[config.mk]
export PLATFORM = sky130hd
export DESIGN_NAME = pwm_capture
export DESIGN_NICKNAME = d
export VERILOG_FILES = /design/src/rtl/pwm_capture_pkg.sv /design/src/rtl/pwm_edge_sync.sv /design/src/rtl/pwm_capture.sv
export SDC_FILE = /design/constraint.sdc
export NUM_CORES = 1
export LEC_CHECK = 0
export CAP_MARGIN = 10
export CORE_MARGIN = 5
export CORE_UTILIZATION = 35
export CTS_CLUSTER_DIAMETER = 80
export DETAILED_ROUTE_END_ITERATION = 7
export PLACE_DENSITY = 0.65
export SLEW_MARGIN = 20
export SYNTH_ARGS = -nofsm -noshare
export SYNTH_HDL_FRONTEND = slang
export SYNTH_HIERARCHICAL = 1
export SYNTH_SLANG_ARGS = --single-unit
[constraint.sdc]
create_clock -name clk -period 3 [get_ports clk]
set_input_delay 0.6 -clock clk [delete_from_list [all_inputs] [get_ports clk]]
set_output_delay 0.6 -clock clk [all_outputs]
set_load 0.005 [all_outputs]
[src/rtl/pwm_capture_pkg.sv]
// pwm_capture_pkg: shared definitions for the PWM capture block.
//   state_t   - measurement FSM states
//   DUTY_MAX  - saturation value of the 8-bit duty_cycle output
//   cnt_max() - all-ones value of a w-bit counter (w <= 31)
package pwm_capture_pkg;

    typedef enum logic [1:0] {
        WAIT_RISE = 2'd0,
        MEAS_HIGH = 2'd1,
        MEAS_LOW  = 2'd2
    } state_t;

    localparam logic [7:0] DUTY_MAX = 8'hFF;

    function automatic logic [31:0] cnt_max(input int w);
        return 32'((64'd1 << w) - 64'd1);
    endfunction

endpackage

[src/rtl/pwm_edge_sync.sv]
// pwm_edge_sync: brings the asynchronous PWM input into the clk domain.
//   clk, rst : clock and asynchronous active-high reset
//   pwm_in   : raw asynchronous PWM waveform
//   lvl      : synchronized (optionally filtered) level
//   rise     : one-cycle pulse on a 0->1 change of lvl
//   fall     : one-cycle pulse on a 1->0 change of lvl
// Build option PWM_CAPTURE_FILTER_EN inserts a glitch filter: lvl only
// follows the synchronizer after three consecutive identical samples.
// Edge latency from pwm_in is 3 cycles without the filter, 5 with it.
module pwm_edge_sync (
    input  logic clk,
    input  logic rst,
    input  logic pwm_in,
    output logic lvl,
    output logic rise,
    output logic fall
);

    logic sync1_q, sync2_q;
    logic lvl_q, lvl_d;
    logic prev_q;

`ifdef PWM_CAPTURE_FILTER_EN
    // Two older samples of the synchronizer output; together with sync2_q
    // they form the three-sample window.
    logic [1:0] hist_q;

    always_ff @(posedge clk or posedge rst) begin
        if (rst) begin
            hist_q <= 2'b00;
        end else begin
            hist_q <= {hist_q[0], sync2_q};
        end
    end

    always_comb begin
        lvl_d = lvl_q;
        if ((sync2_q == hist_q[0]) && (sync2_q == hist_q[1])) begin
            lvl_d = sync2_q;
        end
    end
`else
    always_comb begin
        lvl_d = sync2_q;
    end
`endif

    always_ff @(posedge clk or posedge rst) begin
        if (rst) begin
            sync1_q <= 1'b0;
            sync2_q <= 1'b0;
            lvl_q   <= 1'b0;
            prev_q  <= 1'b0;
        end else begin
            sync1_q <= pwm_in;
            sync2_q <= sync1_q;
            lvl_q   <= lvl_d;
            prev_q  <= lvl_q;
        end
    end

    assign lvl  = lvl_q;
    assign rise = lvl_q & ~prev_q;
    assign fall = ~lvl_q & prev_q;

endmodule

[src/rtl/pwm_capture.sv]
// pwm_capture: measures high time and period of an asynchronous PWM input.
//   CNT_W      : width of period / high-time / timeout counters (>= 8)
//   clk, rst   : clock and asynchronous active-high reset
//   en         : measurement enable (0 parks the FSM, clears counters)
//   pwm_in     : asynchronous PWM input
//   duty_cycle : high time saturated to 8 bits
//   high_time  : last measured high phase in cycles
//   period     : last measured rising-to-rising interval in cycles
//   meas_valid : one-cycle pulse when the outputs above update
//   stuck_hi   : input high for 2^CNT_W-1 cycles without an edge
//   stuck_lo   : input low for 2^CNT_W-1 cycles without an edge
// meas_valid is a pure strobe with no back-pressure: the consumer must
// take the published values in the cycle meas_valid is high, they are
// held afterwards until the next publish.
// Build option PWM_CAPTURE_FILTER_EN enables the input glitch filter.
module pwm_capture
    import pwm_capture_pkg::*;
#(
    parameter int CNT_W = 16
) (
    input  logic             clk,
    input  logic             rst,
    input  logic             en,
    input  logic             pwm_in,
    output logic [7:0]       duty_cycle,
    output logic [CNT_W-1:0] high_time,
    output logic [CNT_W-1:0] period,
    output logic             meas_valid,
    output logic             stuck_hi,
    output logic             stuck_lo
);

    localparam logic [CNT_W-1:0] CNT_MAX  = CNT_W'(cnt_max(CNT_W));
    localparam logic [CNT_W-1:0] CNT_ONE  = CNT_W'(1);
    localparam logic [CNT_W-1:0] CNT_ZERO = '0;

    logic lvl, rise, fall, edge_any, timeout;

    state_t           state_q, state_d;
    logic [CNT_W-1:0] per_cnt_q, per_cnt_d;
    logic [CNT_W-1:0] hi_cnt_q, hi_cnt_d;
    logic [CNT_W-1:0] to_cnt_q, to_cnt_d;
    logic [CNT_W-1:0] period_q, period_d;
    logic [CNT_W-1:0] high_time_q, high_time_d;
    logic [7:0]       duty_q, duty_d;
    logic             valid_q, valid_d;
    logic             stuck_hi_q, stuck_hi_d;
    logic             stuck_lo_q, stuck_lo_d;

    pwm_edge_sync u_edge_sync (
        .clk    (clk),
        .rst    (rst),
        .pwm_in (pwm_in),
        .lvl    (lvl),
        .rise   (rise),
        .fall   (fall)
    );

    assign edge_any = rise | fall;
    // Fires only on the step into saturation, so a stuck input publishes
    // once. An edge in the same cycle clears to_cnt and wins.
    assign timeout  = en && !edge_any && (to_cnt_q == (CNT_MAX - CNT_ONE));

    always_comb begin
        state_d     = state_q;
        per_cnt_d   = per_cnt_q;
        hi_cnt_d    = hi_cnt_q;
        to_cnt_d    = to_cnt_q;
        period_d    = period_q;
        high_time_d = high_time_q;
        duty_d      = duty_q;
        valid_d     = 1'b0;
        stuck_hi_d  = stuck_hi_q;
        stuck_lo_d  = stuck_lo_q;

        if (!en) begin
            state_d   = WAIT_RISE;
            per_cnt_d = CNT_ZERO;
            hi_cnt_d  = CNT_ZERO;
            to_cnt_d  = CNT_ZERO;
        end else begin
            if (edge_any) begin
                to_cnt_d   = CNT_ZERO;
                stuck_hi_d = 1'b0;
                stuck_lo_d = 1'b0;
            end else if (to_cnt_q != CNT_MAX) begin
                to_cnt_d = to_cnt_q + CNT_ONE;
            end

            case (state_q)
                WAIT_RISE: begin
                    if (rise) begin
                        per_cnt_d = CNT_ONE;
                        hi_cnt_d  = CNT_ONE;
                        state_d   = MEAS_HIGH;
                    end
                end
                MEAS_HIGH: begin
                    per_cnt_d = per_cnt_q + CNT_ONE;
                    if (fall) begin
                        state_d = MEAS_LOW;
                    end else begin
                        hi_cnt_d = hi_cnt_q + CNT_ONE;
                    end
                end
                MEAS_LOW: begin
                    if (rise) begin
                        period_d    = per_cnt_q;
                        high_time_d = hi_cnt_q;
                        duty_d      = (hi_cnt_q > CNT_W'(DUTY_MAX)) ? DUTY_MAX : hi_cnt_q[7:0];
                        valid_d     = 1'b1;
                        per_cnt_d   = CNT_ONE;
                        hi_cnt_d    = CNT_ONE;
                        state_d     = MEAS_HIGH;
                    end else begin
                        per_cnt_d = per_cnt_q + CNT_ONE;
                    end
                end
                default: begin
                    state_d = WAIT_RISE;
                end
            endcase

            if (timeout) begin
                period_d    = CNT_ZERO;
                valid_d     = 1'b1;
                state_d     = WAIT_RISE;
                per_cnt_d   = CNT_ZERO;
                hi_cnt_d    = CNT_ZERO;
                high_time_d = lvl ? CNT_MAX : CNT_ZERO;
                duty_d      = lvl ? DUTY_MAX : 8'h00;
                stuck_hi_d  = lvl;
                stuck_lo_d  = ~lvl;
            end
        end
    end

    always_ff @(posedge clk or posedge rst) begin
        if (rst) begin
            state_q     <= WAIT_RISE;
            per_cnt_q   <= CNT_ZERO;
            hi_cnt_q    <= CNT_ZERO;
            to_cnt_q    <= CNT_ZERO;
            period_q    <= CNT_ZERO;
            high_time_q <= CNT_ZERO;
            duty_q      <= 8'h00;
            valid_q     <= 1'b0;
            stuck_hi_q  <= 1'b0;
            stuck_lo_q  <= 1'b0;
        end else begin
            state_q     <= state_d;
            per_cnt_q   <= per_cnt_d;
            hi_cnt_q    <= hi_cnt_d;
            to_cnt_q    <= to_cnt_d;
            period_q    <= period_d;
            high_time_q <= high_time_d;
            duty_q      <= duty_d;
            valid_q     <= valid_d;
            stuck_hi_q  <= stuck_hi_d;
            stuck_lo_q  <= stuck_lo_d;
        end
    end

    assign duty_cycle = duty_q;
    assign high_time  = high_time_q;
    assign period     = period_q;
    assign meas_valid = valid_q;
    assign stuck_hi   = stuck_hi_q;
    assign stuck_lo   = stuck_lo_q;

endmodule

== Word-level counts from Yosys, hierarchy flattened ==
Cells that the tools add are included.

* Shift operators: 0
* Bitwise operators: 5
* Multiplexer cells: 36
* $lt $le $gt $ge: 1
* Eq/ne operators: 11
* Multiply operators: 0
* Reductions and logical operators: 13
* Add/subtract/negate cells: 3
* Divide/modulo/power cells: 0

{| class="wikitable"
|+ Operator list
! cell !! number
|-
| 16-bit two-way mux || 17
|-
| 16-bit by 1-bit adder with 16-bit output (second input constant) || 3
|-
| 16-bit one-hot mux with 3 select lines || 1
|-
| 8-bit two-way mux || 5
|-
| 16-bit one-hot mux with 2 select lines || 1
|-
| 16-bit equality test (second input constant) || 1
|-
| 16-bit by 8-bit > comparator with 1-bit output (second input constant) || 1
|-
| 16-bit inequality test (second input constant) || 1
|-
| 4-bit inequality test (second input constant) || 3
|-
| 2-bit two-way mux || 4
|-
| 4-bit by 2-bit inequality test with 1-bit output (second input constant) || 2
|-
| 1-bit two-way mux || 7
|-
| 2-bit AND reduction || 3
|-
| 3-bit AND reduction || 2
|-
| 2-bit nonzero test || 3
|-
| 5-bit by 1-bit inequality test with 1-bit output (second input constant) || 1
|-
| 2-bit one-hot mux with 2 select lines || 1
|-
| 3-bit by 1-bit inequality test with 1-bit output (second input constant) || 1
|-
| 1-bit bitwise AND || 2
|-
| 2-bit by 1-bit equality test with 1-bit output (second input constant) || 1
|-
| 2-bit equality test (second input constant) || 1
|-
| 1-bit logical AND || 2
|-
| 2-bit logical NOT || 1
|-
| 1-bit NOT || 2
|-
| 3 further kinds || 3
|}

* Memories: 0
* Register bits after elaboration: 97
* RAM bits: 0
* Output and inout port bits: 43
* Input port bits: 4
* Logic and storage cells: 83
* Memory bits (read-only): 0
* Bits in latches: 0

== Logic depth before layout (Yosys ltp) ==
* Depth in word-level cells: 8
* Gate-level depth with buffers: 10
* Mapped depth without buffers: 8

== By module ==
The synthesis kept the hierarchy.

{| class="wikitable"
|+ Modules (own cells, without submodules)
! module !! sequential area each (µm²) !! cells an instance !! area an instance (µm²) !! times used
|-
| pwm_capture || 2327.2 || 472 || 4543.1 || 1
|-
| pwm_edge_sync || 100.1 || 7 || 118.9 || 1
|}

== Least setup slack after synthesis ==
OpenSTA, ideal clock, no wires.

* Path kind: reg2reg
* From: register u_edge_sync.lvl_q (netlist: u_edge_sync/lvl)
* To: register hi_cnt_q[14]
* Data arrival time: 2402 ps
* Cell stages (with the launch flop): 10
* Setup time: 78 ps
* Required time: 2922 ps
* Path slack: 520 ps
* Clock period less this slack: 2480 ps
* Buffers on the path: 3
* Path through: dfrtp_1 > nor2b_1 > buf_6 > or3b_1 > buf_6 > or2_0 > o311a_1 > buf_6 > or4_1 > a21oi_1

* Elaborated cells on any way between the ends: 13
* Those cells by class: 3 x eq/ne; 2 x mux; 4 x bitwise; 4 x reduce/logical

{| class="wikitable"
|+ RTL lines
! element !! line !! source
|-
| start: declaration || pwm_edge_sync.sv:20 || <nowiki>logic lvl_q, lvl_d;</nowiki>
|-
| start signal: assignment || pwm_edge_sync.sv:57 || <nowiki>lvl_q <= lvl_d;</nowiki>
|-
| 1-bit bitwise AND (*) || pwm_edge_sync.sv:63 || <nowiki>assign rise = lvl_q & ~prev_q;</nowiki>
|-
| via rise || pwm_capture.sv:37 || <nowiki>logic lvl, rise, fall, edge_any, timeout;</nowiki>
|-
| 1-bit OR || pwm_capture.sv:59 || <nowiki>assign edge_any = rise | fall;</nowiki>
|-
| 1-bit logical NOT || pwm_capture.sv:62 || <nowiki>assign timeout = en && !edge_any && (to_cnt_q == (CNT_MAX - CNT_ONE));</nowiki>
|-
| 1-bit logical AND (2 in a row) || pwm_capture.sv:62 ||
|-
| 4-bit inequality test (no line), or another cell as far along || - ||
|-
| 3-bit AND reduction (no line) / 16-bit two-way mux (equally long branches) || - ||
|-
| end signal: assignment || pwm_capture.sv:153 || <nowiki>hi_cnt_q <= hi_cnt_d;</nowiki>
|-
| end: declaration || pwm_capture.sv:41 || <nowiki>logic [CNT_W-1:0] hi_cnt_q, hi_cnt_d;</nowiki>
|}

Mark *: on every way through the listed nets, which the timed path passes. The rest lies on a longest branch.
A chain may end at the register's enable or synchronous reset.

== Worst setup path after layout ==
* From: input port en
* To: register hi_cnt_q[9]

* Cells in the longest elaborated chain, start to end: 4
* Elaborated cells on any way between the ends: 8
* Those cells by class: 3 x eq/ne; 2 x mux; 3 x reduce/logical

{| class="wikitable"
|+ RTL lines
! element !! line !! source
|-
| start: declaration || pwm_capture.sv:23 || <nowiki>input logic en,</nowiki>
|-
| 1-bit logical AND (2 in a row) || pwm_capture.sv:62 ||
|-
| 4-bit inequality test (no line), or another cell as far along || - ||
|-
| 3-bit AND reduction (no line) / 16-bit two-way mux (equally long branches) || - ||
|}

Parallel ways exist; a longest one is shown, timed or not.

==> results.md <==
- The run finished with clean final reports.
- The mean instance size in the synthesized netlist is 9.73 sq um.
- The initial antenna violation count is 0.
- The fraction of synthesized cell area taken by the top area cell type is 0.521.
- The post-synthesis net count is 491.
- In the final layout, the share of cells above drive strength 1 is 0.0660.
- The root buffer selected by CTS is clkbuf_16.
- Summed over all nets, the switching power comes to 0.000727 W.
- The routed design could run at a clock period as short as 2650 ps.
- The CTS tree is built.
- The global-route usage over all layers is 0.142.
- At the worst endpoint, the required time is 3260 ps.
- The number of H-tree branching levels is 3.
- The number of nets in the final layout is 537.
- Across all hold checks on the routed design, the worst slack comes to 350 ps.
- The final clock skew is 4.54 ps.
- For this design the static power due to leakage is 2.35 nW.
- The share of the Yosys chip area taken by registers is 0.521.
- After synthesis, the cell types taking the most area are dfrtp_1 52%, a21oi_1 6.7%, o21ai_0 3.9%, nand3_1 3.7%, a22o_1 3.2%.
- The final estimated routing congestion in global placement is 0.802.
- The sequential share of power is 0.483.
- Entering global routing, the biggest net connects 94 pins.
- The combinational group share of total power is 0.135.
- The count of input and output buffers is 46.
- The total of hold buffers inserted after clock tree synthesis is 0.
- The total half-perimeter wirelength after legalization and detailed placement is 7480 um.
- The starting utilization of the core area is 0.355.
- The transition time at the pin with the least slew margin is 906 ps.
- The share of power burned in the clock network is 0.382.
- The die is 125 um wide.
- The global route total overflow is 0.
- In the routed layout, each cell is associated on average with a via count of 5.45.
- The number of standard cells after synthesis is 479.
- The cell count of the worst hold path is 0.
- Data arrives at the worst endpoint at 2910 ps.
- The peak supply drop is 0.300 mV.
- The ratio of final minimum period to clock period is 0.882.
- The detailed router finished its first iteration with 325 violations.
- The relative max-transition margin is 0.390.
- STA classifies the critical path endpoint as a flip-flop.
- During I/O placement, the number of pins put on the boundary was 47.
- The total length of routed wires is 10700 um.
- The total of max-cap violations is 0.
- After filler insertion, the fill cell instance count of the layout stands at 1246.
- After clock tree synthesis, the clock-pin slew on the worst setup and hold paths is 60 ps.
- The total power per unit cell area is 533 mW/mm^2.
- In this run, synthesis produced a sequential element count of 97.
- The number of search-and-repair iterations in the first detailed-routing pass is 4.
- The synthesis-to-layout area growth is 20.9%.
- The worst setup path is launched from a primary input.
- The switching part of the total power is 0.242.
- The peak clock frequency supported by timing is 378 MHz.
- After synthesis, the share of flip-flops with an asynchronous set or reset is 1.00.
- The first global-routing pass estimated 18700 um of wire.
- The number of unique standard cell types used by synthesis is 51.
- The number of pins with negative max-slew slack in the final report was 0.
- The detail route stage leaves a number of antenna-violating nets equal to 0.
- The final number of setup-violating endpoints is 0.
- In the final routed layout, each cell accounts on average for 15.2 um.
- Summed over all failing endpoints, the final setup total negative slack is 0 ps.
- The Yosys step of the flow raised 6 warnings.
- Buffers added to address setup during post-CTS repair amount to 0.
- Across all layers, the routed design uses 3848 vias.
- From bottom edge to top edge, the die measures 125 um.
- The clock sink count is 97.
- In this run, post-CTS repair resized a total of 0 instances.
- Measured in cells, the most critical reg-to-reg path has a length of 6.
- The core outline area is 0.0131 sq mm.
- The buffer levels on the longest clock path is 2.
- For this run, the leading register cell type out of synthesis is dfrtp_1.
- The cell area that synthesis handed to floorplanning was 0.00466 sq mm.
- The number of rows in the core area is 42.
- The worst min-delay path class is reg2reg.
- The most common cell in the synthesized netlist is dfrtp_1.
- The die covers 0.0157 sq mm.
- Cell internal power was estimated by the tool at 0.00228 W.
- Setup repair after global routing left no endpoint under its margin.
- The commonest cells after synthesis are 97 x dfrtp_1, 62 x a21oi_1, 39 x nor2_1.
- The type of the worst setup path is in2reg.
- In this run, synthesis inferred 0 flip-flops with an integrated enable.
- The largest total area in the synthesized netlist belongs to dfrtp_1.
- The total clock buffers created by CTS is 9.
- The number of global-route vias before repair was 3779.
- The diode insertion count for antenna repair is 0.
- The total count of hold-check failures in the final report is 0.
- The clock latency at the later pin of the worst-skew pair is 350 ps.
- The biggest fanout along the worst timing path is 20.
- After detailed routing, the number of remaining DRC violations is 0.
worst max-delay path: stages:
cell and delay (ps):
clkdlybuf4s50_1 480, or3b_1 360, or2_0 240, o311a_1 490, or4_1 570, a21oi_1 160
power groups by stage:
| stage | logic [W] | clock network (W) | registers (W) |
|---|---|---|---|
| after CTS | 0.000413 | 0.00117 | 0.00145 |
| after global placement | 0.000403 | 0 | 0.00148 |
| after floorplan | 0.000178 | 0 | 0.00148 |
| after global routing | 0.000455 | 0.00123 | 0.00147 |
| after detailed placement | 0.000411 | 0 | 0.00148 |
| final | 0.000406 | 0.00115 | 0.00145 |
through the flow:
step	util	instances	setup WS (ps)	cell area, sq um	power [W]
after floorplan	-	479	520	4670	0.00166
after global placement	0.406	690	43.0	5340	0.00188
after detailed placement	0.406	690	-15.4	5340	0.00189
after CTS	0.429	706	338	5630	0.00304
after global routing	0.429	706	128	5630	0.00316
final	0.429	706	354	5630	0.00301
worst paths after layout:
kind | slack (ps) | from | end
setup reg to reg | 380 | u_edge_sync/lvl | hi_cnt_q[9]
setup / recovery | 350 | en | hi_cnt_q[9]
min in group asynchronous | 510 | rst | u_edge_sync/lvl_d
max in group asynchronous | 1850 | rst | to_cnt_q[13]
hold reg to reg | 350 | u_edge_sync/lvl_d | u_edge_sync/lvl
hold / removal | 350 | u_edge_sync/lvl_d | u_edge_sync/lvl
cells by family (layout without fill, tap and decap cells):
family                   Yosys count  count (layout)  share of synthesized area
AO/OA/AOI/OAI                    148             148                      0.193
AND/OR/NAND/NOR                  179             179                      0.206
flip-flops                        97              97                      0.521
XOR/XNOR                          12              12                     0.0225
adder cells (fa/ha/maj)            8               8                     0.0215
multiplexers                       2               2                    0.00456
buffers and inverters             33              84                     0.0322
registers in the layout, summed over array words and instances, names as in the netlist, 2 cells and up:
name        count
hi_cnt_q       16
high_time      16
per_cnt_q      16
period         16
to_cnt_q       16
duty_cycle      8
state_q         2
cell usage in the layout, fill, tap and decap left out, types with 9 or more instances in the layout:
master | Yosys | layout
and3_1 | 10 | 10
nand3_1 | 34 | 34
dfrtp_1 | 97 | 97
o21ai_0 | 36 | 36
xor2_1 | 9 | 9
or3_1 | 19 | 19
buf_4 | 0 | 11
nor2_1 | 39 | 39
clkbuf_16 | 0 | 9
clkdlybuf4s50_1 | 0 | 46
a22o_1 | 17 | 17
nand2_1 | 27 | 27
a21oi_1 | 62 | 62
nand4_1 | 11 | 11
per-layer routing:
layer / global-route usage / wire length [um] / vias up
met2: 0.225 / 5050 / 82
met5: 0 / 0 / -
met3: 0.0222 / 450 / 16
li1: - / - / 1865
met1: 0.194 / 5030 / 1885
met4: 0.0587 / 207 / 0
final cells by class:
cell class	instances	area (sq um)	share of cell area
clock buffers	11	243	0.0431
clock inverters	5	55.1	0.00977
inverters	10	41.3	0.00733
multi-input cells	349	2080	0.370
flip-flops and latches	97	2430	0.431
well taps	176	220	0.0391
repair buffers	58	563	0.0999
(Power assumes the default switching activity.)
